File: src/rtl/max_pooling_core.sv
// rtl/max_pooling_core.sv - two-stage 2x2 max-pooling reducer returning the maximum value and its window index
module max_pooling_core #(
    parameter int DATA_W = 36,
    parameter int SIGNED = 0
) (
    input  logic              clk,
    input  logic              rst,
    input  logic              in_valid,
    input  logic [DATA_W-1:0] conv_val0,
    input  logic [DATA_W-1:0] conv_val1,
    input  logic [DATA_W-1:0] conv_val2,
    input  logic [DATA_W-1:0] conv_val3,
    output logic              out_valid,
    output logic [DATA_W-1:0] max_val,
    output logic [1:0]        max_idx
);

    // Strict greater-than: a tie never displaces the lower-index candidate.
    function automatic logic greater(input logic [DATA_W-1:0] a, input logic [DATA_W-1:0] b);
        if (SIGNED != 0) begin
            return $signed(a) > $signed(b);
        end
        return a > b;
    endfunction

    logic              s1_valid;
    logic [DATA_W-1:0] s1_a_val;
    logic [DATA_W-1:0] s1_b_val;
    logic              s1_a_idx;
    logic              s1_b_idx;

    logic a_hi_wins;
    logic b_hi_wins;
    logic pair_b_wins;

    always_comb begin
        a_hi_wins   = greater(conv_val1, conv_val0);
        b_hi_wins   = greater(conv_val3, conv_val2);
        pair_b_wins = greater(s1_b_val, s1_a_val);
    end

    always_ff @(posedge clk) begin
        if (rst) begin
            s1_valid <= 1'b0;
            s1_a_val <= '0;
            s1_b_val <= '0;
            s1_a_idx <= 1'b0;
            s1_b_idx <= 1'b0;
        end else begin
            s1_valid <= in_valid;
            if (in_valid) begin
                s1_a_val <= a_hi_wins ? conv_val1 : conv_val0;
                s1_a_idx <= a_hi_wins;
                s1_b_val <= b_hi_wins ? conv_val3 : conv_val2;
                s1_b_idx <= b_hi_wins;
            end
        end
    end

    // Result registers only move on a valid beat so idle cycles hold the last result.
    always_ff @(posedge clk) begin
        if (rst) begin
            out_valid <= 1'b0;
            max_val   <= '0;
            max_idx   <= 2'd0;
        end else begin
            out_valid <= s1_valid;
            if (s1_valid) begin
                max_val <= pair_b_wins ? s1_b_val : s1_a_val;
                max_idx <= pair_b_wins ? {1'b1, s1_b_idx} : {1'b0, s1_a_idx};
            end
        end
    end

endmodule

File: config.mk
export PLATFORM = sky130hd
export DESIGN_NAME = max_pooling_core
export DESIGN_NICKNAME = d
export VERILOG_FILES = /design/src/rtl/max_pooling_core.sv
export SDC_FILE = /design/constraint.sdc
export NUM_CORES = 1
export LEC_CHECK = 0
export CAP_MARGIN = 20
export CORE_UTILIZATION = 52
export DETAILED_ROUTE_END_ITERATION = 7
export GPL_TIMING_DRIVEN = 1
export PLACE_DENSITY = 0.79
export SYNTH_ARGS = -nofsm -noshare
export SYNTH_HDL_FRONTEND = slang
export SYNTH_SLANG_ARGS = --single-unit
File: constraint.sdc
create_clock -name clk -period 3.6 [get_ports clk]
set_input_delay 0.36 -clock clk [delete_from_list [all_inputs] [get_ports clk]]
set_output_delay 0.36 -clock clk [all_outputs]
set_load 0.02 [all_outputs]
==> out/results.tsv, run 1 <==
stage	metric	value	unit
placement	dpl ws	0.175	ns
final_layout	fin nets	1390	
worst_setup_path	Arr. time, crit path	3.63	ns
synth	synthesized area per cell	8.31	sq um
sta	Clock Skew	0.00915	ns
floorplanning	Die ar.	16100	sq um
pwr	Pwr per Cell Area	394	nW/um^2
pwr	maximum vdd drop	0.000476	V
route	met2 routed WL	10800	um
sta	Slew @ Worst Pin	1.04	ns
synth	sequential share of the synthesized area	0.282	
global_routing	gr ovfl total	0	
floorplanning	Initial Util	0.532	
worst_setup_path	CP max-delay cell	or4_1	
clock_network	Reg clk slew, reported paths	0.06	ns
sta	Final Critical Period	3.39	ns
worst_setup_path	CP bufs+invs	2	
worst_setup_path	Critical Path Source Type	flop	
worst_setup_path	CP cell instances	inv_1 > ha_1 > nand4_1 > or4_1 > or4_1 > or3_1 > o41ai_4 > buf_6 > mux2i_1 > a211oi_1	
sta	final hold vios	0	
route	Post-DRT Antenna Nets	0	
route	via count	7613	
route	uppermost layer routed	met4	
worst_setup_path	largest stage delay on the critical path	0.57	ns
sta	Max Slew Vio Count	0	
clock_network	Clock Root Buffer	clkbuf_16	
clock_network	CTS tree	built	
worst_setup_path	CP max FO	11	
placement	Post-DP HPWL	16200	um
sta	Final WS setup	0.206	ns
final_layout	final core occ	0.702	
route	DR iter-0 viols	339	
clock_network	Setup Fix Bufs, Post-CTS	0	
sta	RSZ-0062 raised after global routing	false	
hold_path	type of the worst min-delay path	flop to flop	
final_layout	area grow syn2layout	32.0	%
final_layout	share of cells above drive strength 1	0.0506	
global_routing	vias in the first global route	7383	
global_routing	largest net degree at the start of global routing	95	
worst_setup_path	crit-path most repeated cell	or4_1	
floorplanning	die height	127	um
floorplanning	Core Region	15200	sq um
floorplanning	IO Count	186	
route	WL final	21900	um
synth	YS warnings	0	
job	max-cap violations	0	
route	DR vias/cell	5.70	
clock_network	CTS H-Tree Depth	4	
synth	synthesized instance count	973	
route	WL/cell	16.4	um
clock_network	CTS buffer count	17	
clock_network	hold_buf cts	0	
clock_network	clock latency on the worst-skew pair	0.41	ns
clock_network	CTS sink count	114	
global_routing	initial antenna violation count	0	
synth	Net Count, Synth	1228	
placement	Port Buffer Count	185	
worst_setup_path	CP top delay family	simple AND/OR/NAND/NOR gates	
route	Metal-1 WL	9490	um
route	DRC viols	0	
clock_network	PostCTS Resize Cnt	0	
outcome	status	finished, final reports clean	
worst_setup_path	WP data required	3.83	ns
placement	Final Wtd Congestion	0.853	
global_routing	first-pass GRT wire length	35400	um
final_layout	fillers	1259	
clock_network	CTS Buffer Depth	2	
synth	Synth Cell Area	8090	sq um
synth	number of synthesized register bits	114	
floorplanning	Rows	45	
worst_setup_path	Crit. End Element	flop	
floorplanning	Chip Width	127	um
route	DR WL met3	932	um
final_layout	diode count	0	
synth	count of different cell masters after synthesis	42	
pwr	P_leak	0.00470	uW
sta	period utilization	0.943	
sta	Setup Viol. Count Final	0	
sta	Setup TNS	0	ns
sta	Relative slew margins	0.306	
route	DRT Pass-1 Iters	5	
worst_setup_path	type of the worst setup path	flop to flop	
global_routing	total global routing track utilization	0.279	
sta	Max Clock Freq	295	MHz
==> kinds of logic (layout without fill, tap and decap cells) <==
family                   count (synthesis)  count (layout)  share of synthesized area
adder cells (fa/ha/maj)                108             108                      0.167
flip-flops                             114             114                      0.282
multiplexers                            75              75                     0.0930
AND/OR/NAND/NOR                        229             229                      0.134
AO/OA/AOI/OAI                          271             271                      0.235
buffers and inverters                  176             350                     0.0880
==> sequential cells by signal, indices dropped and copies added, names as in the netlist <==
signal     cells
max_idx        2
s1_valid       1
s1_a_val      36
s1_a_idx       1
s1_b_val      36
s1_b_idx       1
out_valid      1
max_val       36
==> layout by cell type, fill, tap and decap left out, drive strengths merged, types with 4 or more instances in the layout <==
cell type      Yosys  final
a211oi           148    148
a21o               9      9
a21oi             46     46
and4               4      4
buf               10     25
clkbuf            55     27
clkdlybuf4s50      0    183
dfxtp            114    114
ha               108    108
inv              111    111
mux2i             74     74
nand2             26     26
nand2b            38     38
nand3              8      8
nand4             21     21
nor2             114    114
nor2b              4      4
o21ai             15     15
o21bai            37     37
==> through the flow <==
step           instances  cell area [sq um]  power, uW  hold WS [ns]
3_5_place_dp        1304              10100       2630         0.479
6_report            1335              10700       4210         0.485
2_1_floorplan        973               8090       2190         0.460
3_3_place_gp        1304              10100       2600         0.475
5_1_grt             1335              10700       4420         0.499
4_1_cts             1335              10700       4230         0.485
==> cells in the mapped netlist, drive strengths merged <==
cell type,instances,area share
a211o,1,0.0011
a211oi,148,0.14
a21o,9,0.0084
a21oi,46,0.028
a221o,2,0.0025
a221oi,1,0.0011
a31o,1,0.0011
a31oi,3,0.0023
a41oi,1,0.0011
and2,2,0.0015
and4,4,0.0043
buf,10,0.011
clkbuf,55,0.026
dfxtp,114,0.28
ha,108,0.17
inv,111,0.052
mux2,1,0.0014
mux2i,74,0.092
nand2,26,0.012
nand2b,38,0.029
nand3,8,0.0050
nand3b,1,0.00093
nand4,21,0.016
nand4bb,1,0.0014
nor2,114,0.053
nor2b,4,0.0031
nor3,3,0.0019
nor4,3,0.0023
o211a,1,0.0012
o211ai,2,0.0019
o21a,1,0.00093
o21ai,15,0.0093
o21ba,1,0.0012
o21bai,37,0.034
o31a,1,0.0011
o41ai,1,0.0020
or3,2,0.0015
or4,2,0.0019
==> final timing paths <==
check        cells past startpoint  slack [ns]                      start                  endpoint
min reg2reg                      2        0.48   max_val[25]$_SDFFE_PP0P_  max_val[25]$_SDFFE_PP0P_
max reg2reg                     10        0.21  s1_a_val[27]$_SDFFE_PP0P_   max_val[4]$_SDFFE_PP0P_
max                             10        0.21  s1_a_val[27]$_SDFFE_PP0P_   max_val[4]$_SDFFE_PP0P_
min                              2        0.48   max_val[25]$_SDFFE_PP0P_  max_val[25]$_SDFFE_PP0P_
==> worst register-to-register path, stage by stage, from the launching register on <==
cell and delay (ns):
dfxtp_1 0.38, inv_1 0.06, ha_1 0.31, nand4_1 0.15, or4_1 0.57, or4_1 0.56, or3_1 0.44, o41ai_4 0.13
buf_6 0.27, mux2i_1 0.23, a211oi_1 0.10
==> where the power goes <==
group,switching [uW],internal [uW]
clock network,563,1030
registers,103,1370
logic,564,578
==> routing by layer <==
layer | vias to the layer above | GRT usage
li1 | 3831 | -
met1 | 3519 | 0.327
met2 | 219 | 0.507
met3 | 44 | 0.0506
met4 | 0 | 0.106
met5 | - | 0
==> cell type report <==
class / instances / area, sq um / area share
multi-input cells: 683 / 5130 / 0.481
flip-flops and latches: 114 / 2280 / 0.214
repair buffers: 208 / 2050 / 0.192
clock buffers: 27 / 513 / 0.0480
inverters: 111 / 417 / 0.0390
well taps: 188 / 235 / 0.0220
clock inverters: 4 / 47.5 / 0.00445
No activity file was read; power rests on OpenSTA's default activity.
==> inputs of run 2 (changes only) <==
--- a/config.mk
+++ b/config.mk
@@ -10,5 +10,5 @@
 export DETAILED_ROUTE_END_ITERATION = 7
 export GPL_TIMING_DRIVEN = 1
-export PLACE_DENSITY = 0.79
+export PLACE_DENSITY = 0.82
 export SYNTH_ARGS = -nofsm -noshare
 export SYNTH_HDL_FRONTEND = slang
==> constraint.sdc (replaced) <==
create_clock -name clk -period 3.6 [get_ports clk]
set_input_delay 0.36 -clock clk [delete_from_list [all_inputs] [get_ports clk]]
set_output_delay 0.36 -clock clk [all_outputs]
set_load 0.1 [all_outputs]
==> out/results.tsv, run 2 (synthesized netlist as in run 1, its figures left out) <==
stage	metric	value	unit
pwr	sequential power share	0.328	
pwr	Combinational Power Share	0.308	
pwr	Sw Pwr	1430	uW
pwr	Switching Share	0.322	
final_layout	area grow syn2layout	33.1	%
global_routing	GR peak layer	met2	
clock_network	PostCTS Resize Cnt	0	
sta	RSZ-0062 raised after global routing	false	
final_layout	commonest non-fill, non-tap cells in the layout	clkdlybuf4s50_1 (183), a211oi_1 (148), nor2_1 (114)	
worst_setup_path	CP cell instances	inv_1 > ha_1 > nand4_1 > or4_1 > or4_1 > or3_1 > o41ai_4 > buf_12 > mux2i_1 > a211oi_1	
global_routing	total global routing track utilization	0.287	
route	DR iter-0 viols	486	
pwr	proportion of power drawn by the clock network	0.363	
clock_network	Reg clk slew, reported paths	0.05	ns
worst_setup_path	WP data required	3.91	ns
sta	Clock Skew	0.00864	ns
clock_network	CTS tree	built	
floorplanning	Rows	45	
route	WL final	22500	um
worst_setup_path	CP max FO	17	
route	WL/cell	16.8	um
worst_setup_path	flop2flop setup slack	0.24	ns
sta	Max Slew Vio Count	0	
floorplanning	IO Count	186	
route	Post-DRT Antenna Nets	0	
final_layout	Layout Cell Area excl Fill	10800	sq um
pwr	Pwr per Cell Area	414	nW/um^2
hold_path	type of the worst min-delay path	input port to flop	
worst_setup_path	largest stage delay on the critical path	0.61	ns
global_routing	first-pass GRT wire length	36400	um
clock_network	hold_buf cts	0	
placement	Post-DP Area	10200	sq um
final_layout	diode count	0	
worst_setup_path	Reg2Reg Depth	10	
sta	final hold vios	0	
worst_setup_path	type of the worst setup path	flop to flop	
route	via count	7691	
worst_setup_path	Critical Path Source Type	flop	
placement	Port Buffer Count	185	
placement	Final Wtd Congestion	0.893	
placement	Cells after DPL	1306	
outcome	status	finished, final reports clean	
worst_setup_path	Crit. End Element	flop	
clock_network	CTS H-Tree Depth	4	
sta	Final Critical Period	3.36	ns
sta	period utilization	0.934	
sta	Relative slew margins	0.295	
clock_network	clock latency on the worst-skew pair	0.40	ns
global_routing	gr ovfl total	0	
pwr	P_leak	0.00475	uW
pwr	Int Power	3030	uW
route	DRC viols	0	
floorplanning	Core Region	15200	sq um
worst_setup_path	Arr. time, crit path	3.68	ns
worst_setup_path	crit-path most repeated cell	or4_1	
clock_network	Setup Fix Bufs, Post-CTS	0	
placement	Post-DP HPWL	16700	um
worst_setup_path	CP top delay family	simple AND/OR/NAND/NOR gates	
worst_setup_path	CP max-delay cell	or4_1	
route	DRT Pass-1 Iters	6	
floorplanning	die height	127	um
floorplanning	Die ar.	16100	sq um
sta	final hold slack	0.326	ns
clock_network	CTS Buffer Depth	2	
clock_network	CTS buffer count	17	
global_routing	GR Util met2	0.524	
global_routing	met1 usage	0.329	
global_routing	initial antenna violation count	0	
pwr	maximum vdd drop	0.000400	V
final_layout	share of cells above drive strength 1	0.0539	
floorplanning	Chip Width	127	um
sta	Max Clock Freq	297	MHz
global_routing	vias in the first global route	7649	
sta	Setup Viol. Count Final	0	
global_routing	GR Layer Usage met3	0.0582	
final_layout	fin nets	1394	
global_routing	largest net degree at the start of global routing	115	
sta	Slew @ Worst Pin	1.05	ns
floorplanning	Initial Util	0.532	
worst_setup_path	CP bufs+invs	2	
clock_network	Clock Root Buffer	clkbuf_16	
final_layout	fin cells	1338	
final_layout	fillers	1248	
final_layout	most common cell after layout, fill and taps aside	clkdlybuf4s50_1	
hold_path	Hold Crit Depth	3	
sta	Setup TNS	0	ns
worst_setup_path	WP depth	10	
clock_network	CTS sink count	114	
route	DR vias/cell	5.75	
final_layout	Largest regs	max_val: 36 flops, s1_a_val: 36 flops, s1_b_val: 36 flops	
job	max-cap violations	0	
==> run 2: cell count changes in the layout (fill, tap and decap cells not counted) <==
cell / change
clkbuf_8: -2
bufinv_16: +1
buf_4: +1
buf_12: +3
buf_6: -1
clkbuf_1: -1
buf_16: +1
clkinv_2: +2
clkinvlp_4: -1
==> run 2: area by class of cell <==
class,instances,area (sq um),area share
flip-flops and latches,114,2280,0.212
repair buffers,212,2130,0.198
inverters,111,417,0.0387
clock inverters,6,80.1,0.00744
well taps,188,235,0.0219
clock buffers,24,482,0.0448
multi-input cells,683,5130,0.477
==> run 2: power groups by stage <==
stage / combinational, uW / clock, uW / sequential [uW]
after floorplan: 705 / 0 / 1680
after global placement: 1320 / 0 / 1490
after detailed placement: 1350 / 0 / 1490
after CTS: 1360 / 1640 / 1470
after global routing: 1500 / 1690 / 1470
final: 1380 / 1620 / 1460
==> run 2: worst paths after layout <==
| path | to | start |
|---|---|---|
| min reg2reg | max_val[24]$_SDFFE_PP0P_ | max_val[24]$_SDFFE_PP0P_ |
| max reg2reg | max_val[22]$_SDFFE_PP0P_ | s1_a_val[35]$_SDFFE_PP0P_ |
| max | max_val[22]$_SDFFE_PP0P_ | s1_a_val[35]$_SDFFE_PP0P_ |
| min | s1_a_val[14]$_SDFFE_PP0P_ | rst |
==> run 2: worst reg2reg max path, stage by stage (launching register included) <==
cell and delay (ns):
dfxtp_1 0.36, inv_1 0.06, ha_1 0.31, nand4_1 0.13
or4_1 0.61, or4_1 0.56, or3_1 0.43, o41ai_4 0.20
buf_12 0.27, mux2i_1 0.10, a211oi_1 0.25
==> run 2: per-layer routing <==
metal / vias up / wire (um)
li1: 3836 / -
met4: 0 / 540
met2: 220 / 11500
met3: 45 / 943
met5: - / 0
met1: 3590 / 9470
==> run 2: per-stage QoR <==
step                      power [uW]  setup WS, ns  utilization
final                           4460         0.236        0.708
after global routing            4660        0.0474        0.708
after detailed placement        2850         0.136        0.668
after CTS                       4470         0.200        0.705
after floorplan                 2380         0.584            -
after global placement          2810         0.150        0.668
